### src/rtl/mem_arb_pkg.sv
// Shared definitions for the instruction/data memory arbiter.
package mem_arb_pkg;

   localparam int unsigned DW             = 16;
   localparam int unsigned TIMEOUT_DEF    = 15;
   localparam int unsigned STARVE_MAX_DEF = 4;

   typedef enum logic [1:0] {
      S_IDLE    = 2'd0,
      S_IF_BUSY = 2'd1,
      S_DM_BUSY = 2'd2,
      S_IF_DROP = 2'd3
   } arb_state_t;

endpackage

### src/rtl/arb_timer.sv
// Busy-cycle watchdog: counts cycles from a start pulse and flags expiry
// once TIMEOUT busy cycles have elapsed without a clear.
module arb_timer
   import mem_arb_pkg::*;
#(
   parameter int unsigned TIMEOUT = TIMEOUT_DEF
) (
   input  logic clk,
   input  logic rst,
   input  logic i_start,
   input  logic i_clear,
   output logic o_expired
);

   localparam int unsigned CW = (TIMEOUT > 1) ? $clog2(TIMEOUT) : 1;

   logic          r_run;
   logic [CW-1:0] r_cnt;

   // Counter holds at the expiry value until the owner clears it.
   assign o_expired = r_run && (r_cnt == CW'(TIMEOUT - 1));

   // Run flag and busy-cycle count; first busy cycle reads zero.
   always_ff @(posedge clk or negedge rst) begin
      if (!rst) begin
         r_run <= 1'b0;
         r_cnt <= '0;
      end else if (i_clear) begin
         r_run <= 1'b0;
         r_cnt <= '0;
      end else if (i_start) begin
         r_run <= 1'b1;
         r_cnt <= '0;
      end else if (r_run && !o_expired) begin
         r_cnt <= r_cnt + CW'(1);
      end
   end

endmodule

### src/rtl/mem_arbiter.sv
// Arbiter sharing one memory port between instruction fetch and data
// accesses. Data normally wins; a starvation counter forces a fetch after
// STARVE_MAX data grants. One transaction in flight, with watchdog abort.
module mem_arbiter
   import mem_arb_pkg::*;
#(
   parameter int unsigned TIMEOUT    = TIMEOUT_DEF,
   parameter int unsigned STARVE_MAX = STARVE_MAX_DEF
) (
   input  logic          clk,
   input  logic          rst,
   input  logic          if_req,
   input  logic [DW-1:0] if_addr,
   output logic [DW-1:0] if_rdata,
   output logic          if_done,
   output logic          if_err,
   output logic          fetch_stall,
   input  logic          flush,
   input  logic          dm_req,
   input  logic          dm_wr,
   input  logic [DW-1:0] dm_addr,
   input  logic [DW-1:0] dm_wdata,
   output logic [DW-1:0] dm_rdata,
   output logic          dm_done,
   output logic          dm_err,
   output logic          data_stall,
   output logic          mem_en,
   output logic          mem_wr,
   output logic [DW-1:0] mem_addr,
   output logic [DW-1:0] mem_wdata,
   input  logic [DW-1:0] mem_rdata,
   input  logic          mem_ready,
   input  logic          mem_err
);

   localparam int unsigned SW = (STARVE_MAX > 0) ? $clog2(STARVE_MAX + 1) : 1;

   arb_state_t    r_state;
   logic [SW-1:0] r_starve;
   logic [DW-1:0] r_if_rdata;
   logic [DW-1:0] r_dm_rdata;
   logic          r_if_done;
   logic          r_if_err;
   logic          r_dm_done;
   logic          r_dm_err;
   logic          r_mem_en;
   logic          r_mem_wr;
   logic [DW-1:0] r_mem_addr;
   logic [DW-1:0] r_mem_wdata;

   logic w_starved;
   logic w_can_grant;
   logic w_grant_if;
   logic w_grant_dm;
   logic w_expired;
   logic w_finish;

   assign w_starved   = (r_starve == SW'(STARVE_MAX));
   // No grant while a done pulse is out: the requester is still dropping req.
   assign w_can_grant = (r_state == S_IDLE) && !r_if_done && !r_dm_done;
   assign w_grant_if  = w_can_grant && if_req && !flush && (!dm_req || w_starved);
   assign w_grant_dm  = w_can_grant && dm_req && !w_grant_if;
   assign w_finish    = (r_state != S_IDLE) && (mem_ready || w_expired);

   arb_timer #(
      .TIMEOUT (TIMEOUT)
   ) u_timer (
      .clk       (clk),
      .rst       (rst),
      .i_start   (w_grant_if | w_grant_dm),
      .i_clear   (w_finish),
      .o_expired (w_expired)
   );

   assign if_rdata    = r_if_rdata;
   assign if_done     = r_if_done;
   assign if_err      = r_if_err;
   assign dm_rdata    = r_dm_rdata;
   assign dm_done     = r_dm_done;
   assign dm_err      = r_dm_err;
   assign mem_en      = r_mem_en;
   assign mem_wr      = r_mem_wr;
   assign mem_addr    = r_mem_addr;
   assign mem_wdata   = r_mem_wdata;
   assign fetch_stall = rst & if_req & ~r_if_done;
   assign data_stall  = rst & dm_req & ~r_dm_done;

   // Arbitration FSM with registered command, result and pulse outputs.
   always_ff @(posedge clk or negedge rst) begin
      if (!rst) begin
         r_state     <= S_IDLE;
         r_starve    <= '0;
         r_if_rdata  <= '0;
         r_dm_rdata  <= '0;
         r_if_done   <= 1'b0;
         r_if_err    <= 1'b0;
         r_dm_done   <= 1'b0;
         r_dm_err    <= 1'b0;
         r_mem_en    <= 1'b0;
         r_mem_wr    <= 1'b0;
         r_mem_addr  <= '0;
         r_mem_wdata <= '0;
      end else begin
         r_mem_en  <= 1'b0;
         r_if_done <= 1'b0;
         r_if_err  <= 1'b0;
         r_dm_done <= 1'b0;
         r_dm_err  <= 1'b0;
         case (r_state)
            S_IDLE: begin
               if (w_grant_if) begin
                  r_state     <= S_IF_BUSY;
                  r_mem_en    <= 1'b1;
                  r_mem_wr    <= 1'b0;
                  r_mem_addr  <= if_addr;
                  r_mem_wdata <= '0;
                  r_starve    <= '0;
               end else if (w_grant_dm) begin
                  r_state     <= S_DM_BUSY;
                  r_mem_en    <= 1'b1;
                  r_mem_wr    <= dm_wr;
                  r_mem_addr  <= dm_addr;
                  r_mem_wdata <= dm_wdata;
                  if (if_req && !w_starved) begin
                     r_starve <= r_starve + SW'(1);
                  end
               end
            end
            S_IF_BUSY: begin
               // A flush coinciding with completion discards the result directly.
               if (flush) begin
                  r_state <= w_finish ? S_IDLE : S_IF_DROP;
               end else if (mem_ready) begin
                  r_state    <= S_IDLE;
                  r_if_done  <= 1'b1;
                  r_if_err   <= mem_err;
                  r_if_rdata <= mem_rdata;
               end else if (w_expired) begin
                  r_state   <= S_IDLE;
                  r_if_done <= 1'b1;
                  r_if_err  <= 1'b1;
               end
            end
            S_DM_BUSY: begin
               if (mem_ready) begin
                  r_state   <= S_IDLE;
                  r_dm_done <= 1'b1;
                  r_dm_err  <= mem_err;
                  if (!r_mem_wr) begin
                     r_dm_rdata <= mem_rdata;
                  end
               end else if (w_expired) begin
                  r_state   <= S_IDLE;
                  r_dm_done <= 1'b1;
                  r_dm_err  <= 1'b1;
               end
            end
            S_IF_DROP: begin
               if (w_finish) begin
                  r_state <= S_IDLE;
               end
            end
            default: r_state <= S_IDLE;
         endcase
      end
   end

endmodule

### config.mk
export PLATFORM = sky130hd
export DESIGN_NAME = mem_arbiter
export DESIGN_NICKNAME = d
export VERILOG_FILES = /design/src/rtl/mem_arb_pkg.sv /design/src/rtl/arb_timer.sv /design/src/rtl/mem_arbiter.sv
export SDC_FILE = /design/constraint.sdc
export NUM_CORES = 1
export LEC_CHECK = 0
export ABC_AREA = 0
export BUFFER_PORTS_ARGS = -buffer_cell sky130_fd_sc_hd__buf_2
export CAP_MARGIN = 15
export CORE_ASPECT_RATIO = 1.25
export CORE_MARGIN = 2
export CORE_UTILIZATION = 25
export DETAILED_ROUTE_END_ITERATION = 12
export PLACE_DENSITY = 0.44
export SYNTH_ARGS = -nofsm -noshare
export SYNTH_HDL_FRONTEND = slang
export SYNTH_SLANG_ARGS = --single-unit
### constraint.sdc
create_clock -name clk -period 2.25 [get_ports clk]
set_clock_uncertainty 0.2 [all_clocks]
set_input_delay 0.5625 -clock clk [delete_from_list [all_inputs] [get_ports clk]]
set_output_delay 0.5625 -clock clk [all_outputs]
set_load 0.1 [all_outputs]
# Word level (Yosys, flattened, before mapping)
# Cells that the tools add are included.
# word_totals
inputBits	72
ff_bits	80
output_inout_bits	72
# op_classes
eq_ne	7
add_sub_neg	2
n_bitwise	9
mux	34
n_reduce_logical	31
# ops
cell	n
$mux 16	4
$mux 1	16
$mux 2	7
$mux 4	3
$logic_and 1x1->1	11
$mux 3	3
$reduce_and 3->1	3
$pmux 2 s4	1
$reduce_bool 2->1	4
$logic_not 1->1	7
$add 4x1->4 const B	1
$and 1x1->1	4
$eq 2x2->1 const B	2
$eq 4x4->1 const B	1
$not 1->1	4
$reduce_and 2->1	2
$add 3x1->3 const B	1
$eq 3x3->1 const B	1
$ne 3x3->1 const B	1
$reduce_bool 3->1	1
$eq 2x1->1 const B	1
$logic_not 2->1	1
$logic_or 1x1->1	2
$ne 2x2->1 const B	1
$or 1x1->1	1

# Depth between registers and ports, before layout
# logic_depth
depth_word	11
mapped_depth	7
depth_no_buf	5

# Hierarchy
# A second synthesis with hierarchy kept.
# unflattened
cells_unflattened	285
hier_area_um2	3567.2
# modules_own_cells
mod	area_each_um2	seq_area_each_um2	cells_each	instances
mem_arbiter	3298.2	1876.8	257	1
arb_timer	269.0	125.1	28	1

# Worst setup path after synthesis
# OpenSTA, ideal clock, no wires.
# synth_path
path_type	input-to-output
from	in dm_req
to	out data_stall
path_buffers	2
arrival_time_ps	2437
slack_ps	-950
t_required_ps	1487
path_stages	4
path_cell_list	clkbuf_1 -> clkbuf_1 -> nand2_1 -> nor2_1
# synth_via
elab_chain_len	2
# synth_lines
item	line	rtl
start: declaration	mem_arbiter.sv:19	input logic dm_req,
$and 1x1->1 (2 in series)	mem_arbiter.sv:86	assign data_stall = rst & dm_req & ~r_dm_done;
end: declaration	mem_arbiter.sv:26	output logic data_stall,
# Every way passes these cells.

# Worst setup path in the final report
# layout_path
from	reg r_dm_done (netlist: dm_done)
to	reg r_mem_addr[0] (netlist: mem_addr[0])
# layout_via
elab_chain_len	9
# layout_lines
item	line	rtl
start: declaration	mem_arbiter.sv:44	logic r_dm_done;
start signal: assignment	mem_arbiter.sv:97	r_dm_done <= 1'b0;
start signal: assignment	mem_arbiter.sv:107	r_dm_done <= 1'b0;
start signal: assignment	mem_arbiter.sv:147	r_dm_done <= 1'b1;
$logic_not 1->1 *	mem_arbiter.sv:60	assign w_can_grant = (r_state == S_IDLE) && !r_if_done && !r_dm_done;
$logic_and 1x1->1 *	mem_arbiter.sv:60	
$logic_and 1x1->1 (3 in series)	mem_arbiter.sv:61	assign w_grant_if = w_can_grant && if_req && !flush && (!dm_req || w_starved);
$logic_not 1->1	mem_arbiter.sv:62	assign w_grant_dm = w_can_grant && dm_req && !w_grant_if;
$logic_and 1x1->1	mem_arbiter.sv:62	
$reduce_bool 2->1 (no line)	-	
$reduce_and 2->1 (no line)	-	
end signal: assignment	mem_arbiter.sv:115	r_mem_addr <= if_addr;
end signal: assignment	mem_arbiter.sv:122	r_mem_addr <= dm_addr;
end: declaration	mem_arbiter.sv:48	logic [DW-1:0] r_mem_addr;
# Mark *: on every way between the ends. The rest lies on a longest branch, timed or not.
# A chain may end at the register's enable or synchronous reset.

==> flow_summary_export.csv <==
group,metric,value,unit
outcome,status,"finished, final reports clean",
detailed_routing,via_count,2930,
synth,yosysWarnings,0,
place,place_ws,176,ps
cells_and_area,final.fill_count,1392,
synth,synth_commonest_cells,"dfrtp_1 (80), mux2_1 (32), inv_1 (24)",
detailed_routing,wirelength,9880,um
die,start_util,0.254,
global_route,grt_pass1_vias,3050,
critical_path,cp_cell_sequence,"or4_1 -> buf_4 -> nor4_1 -> a221o_1",
timing,fmax,487,MHz
timing,slew_violations,0,
synth,synth-main-ff-cell,"dfrtp_1",
global_route,grt_max_degree,65,
synth,synthMuxAreaShare,0.104,
clock_tree,htree_num_levels,3,
cells_and_area,antennaDiodeCount,0,
clock_tree,cts.sink_count,80,
timing,timing.final.crit_share,0.912,
worst_hold_path,hold_class,"in -> async",
synth,yosys-top-cells-area,"dfrtp_1 (58%), mux2_1 (10%), a221o_1 (4.6%)",
critical_path,required,2320,ps
cells_and_area,layout-drive-gt1-share,0.420,
timing,relSlewSlack,0.456,
die,die-area,14900,um2
global_route,grt_overflow,0,
detailed_routing,met3_length,692,um
critical_path,path_max_fanout,17,
detailed_routing,first_pass_iters,4,
die,rows,48,
critical_path,end_kind,"flop",
timing,worst_slew_pin_slew,816,ps
synth,synth_edf_count,0,
clock_tree,post-cts-setup-buffers,0,
detailed_routing,met1_length,4290,um
synth,synthSimpleGateAreaFrac,0.0788,
global_route,grt_pass1_wl,15600,um
place,hpwl,7250,um
cells_and_area,area_growth_syn_to_layout,41.7,%
clock_tree,clk_pin_slew,60,ps
clock_tree,clockBufferDepth,2,
synth,yosys.cell_count.top_type,"dfrtp_1",
detailed_routing,ant_nets,0,
clock_tree,root_buffer,"clkbuf_16",
cells_and_area,nNetsFinal,512,
clock_tree,cts_tree,"built",
detailed_routing,top_layer_used,"met4",
die,die_y,136,um
critical_path,critPathMaxStageDelay,640,ps
detailed_routing,met2_length,4730,um
clock_tree,cts_resized,0,
timing,finalSetupViolations,0,
global_route,antenna_found_initial,0,
synth,synth_compound_area_frac,0.172,
detailed_routing,wl_per_cell,16.1,um
place,portBuffers,143,
synth,synth_top_family_by_area,"compound AO/OA/AOI/OAI gates",
critical_path,critical_path.slowest_cell,"or4_1",
synth,ys_ff_latch,80,
detailed_routing,drt_iter0_markers,90,
synth,synth_xor_area_frac,0,
job,max_cap_viol_count,0,
critical_path,start_kind,"flop",
die,die_w,109,um
timing,period_needed,2050,ps
timing,fin_ws,198,ps
critical_path,critical_path_arrival,2120,ps
synth,yosys.area.top_type,"dfrtp_1",
detailed_routing,via_per_inst,4.76,
critical_path,worst-path-buf-inv,1,
synth,synth_fa_ha_area_frac,0.0144,
place,gp_congestion,0.852,
timing,hold_viol_final,0,
synth,yosys.cell_types.count,36,
critical_path,critical_path.top_delay_family,"simple AND/OR/NAND/NOR gates",
die,core-area,13700,um2
global_route,track_usage,0.138,
synth,ys_async_sr_fraction,1.00,
synth,synth_top_area_frac,0.576,
synth,syn_area,3480,um2
synth,synth_nets,359,
critical_path,worst-setup-path-type,"reg -> reg",
clock_tree,clkLatencyLatePin,330,ps
synth,synthCells,283,
detailed_routing,drc,0,
timing,rsz0062_at_grt,"false",
synth,seq_area_frac_synth,0.576,
die,ios,144,
clock_tree,cts-buffers-inserted,9,
synth,synth_area_per_cell,12.3,um2
==> flip-flops by register name, indices dropped and copies added, names as in the netlist <==
name           cells
mem_addr          16
if_done            1
mem_wdata         16
r_starve           3
dm_err             1
u_timer.r_run      1
dm_done            1
if_err             1
dm_rdata          16
r_state            2
u_timer.r_cnt      4
mem_wr             1
mem_en             1
if_rdata          16
==> area by class of cell <==
cell class / count / area, um2 / share of cell area
well taps: 175 / 219 / 0.0444
inverters: 26 / 97.6 / 0.0198
clock inverters: 5 / 104 / 0.0211
flip-flops and latches: 80 / 2000 / 0.407
multi-input cells: 156 / 1310 / 0.267
clock buffers: 10 / 239 / 0.0485
repair buffers: 163 / 951 / 0.193
==> layout by cell type (no fill, tap or decap), types with 9 or more instances in the layout <==
| master | synthesis | routed |
|---|---|---|
| buf_2 | 10 | 140 |
| dfrtp_1 | 80 | 79 |
| mux2_1 | 32 | 32 |
| inv_1 | 24 | 24 |
| o211ai_1 | 17 | 17 |
| o2bb2ai_1 | 17 | 17 |
| nor4_1 | 16 | 16 |
| a221o_1 | 16 | 16 |
| buf_4 | 1 | 16 |
| clkbuf_16 | 0 | 9 |
==> routing by layer <==
metal  vias to the layer above  global-route usage
met5                         -                   0
met4                         0              0.0541
met3                        13              0.0350
met2                       114               0.233
met1                      1431               0.166
li1                       1372                   -
==> metrics by stage <==
step	util	setup TNS (ps)	area [um2]	std cells	hold WS (ps)
after detailed placement	0.334	0	4570	599	190
final	0.360	0	4930	615	33.4
after floorplan	-	-160	3490	283	66.9
after CTS	0.360	0	4930	615	29.9
after global routing	0.360	0	4930	615	40.9
after global placement	0.334	0	4570	599	187
==> worst paths after layout <==
| kind | depth (start not counted) | slack [ps] | endpoint | startpoint |
|---|---|---|---|---|
| max in group asynchronous | 2 | 1000 | dm_done | rst |
| worst min-delay path | 2 | 30 | mem_wdata[9] | rst |
| min in group clk | 2 | 260 | dm_rdata[1] | mem_rdata[1] |
| worst max register to register | 4 | 200 | mem_addr[0] | dm_done |
| worst max-delay path | 4 | 200 | mem_addr[0] | dm_done |
| worst min register to register | 1 | 280 | if_rdata[14] | if_rdata[14] |
==> kinds of logic (layout without fill, tap and decap cells) <==
logic type | Yosys count | after routing
AND/OR/NAND/NOR | 47 | 47
adder cells (fa/ha/maj) | 4 | 4
buffers and inverters | 47 | 204
AO/OA/AOI/OAI | 73 | 73
multiplexers | 32 | 32
flip-flops | 80 | 80
==> timing repair <==
action	4_1_cts	5_1_grt
endpoints found under the hold margin	3	0
hold buffers	1	0
setup endpoints to repair	0	0
Power is left out: the tool's default activity adds up to more than one toggle a clock period on the data nets, which glitch-free logic cannot reach.
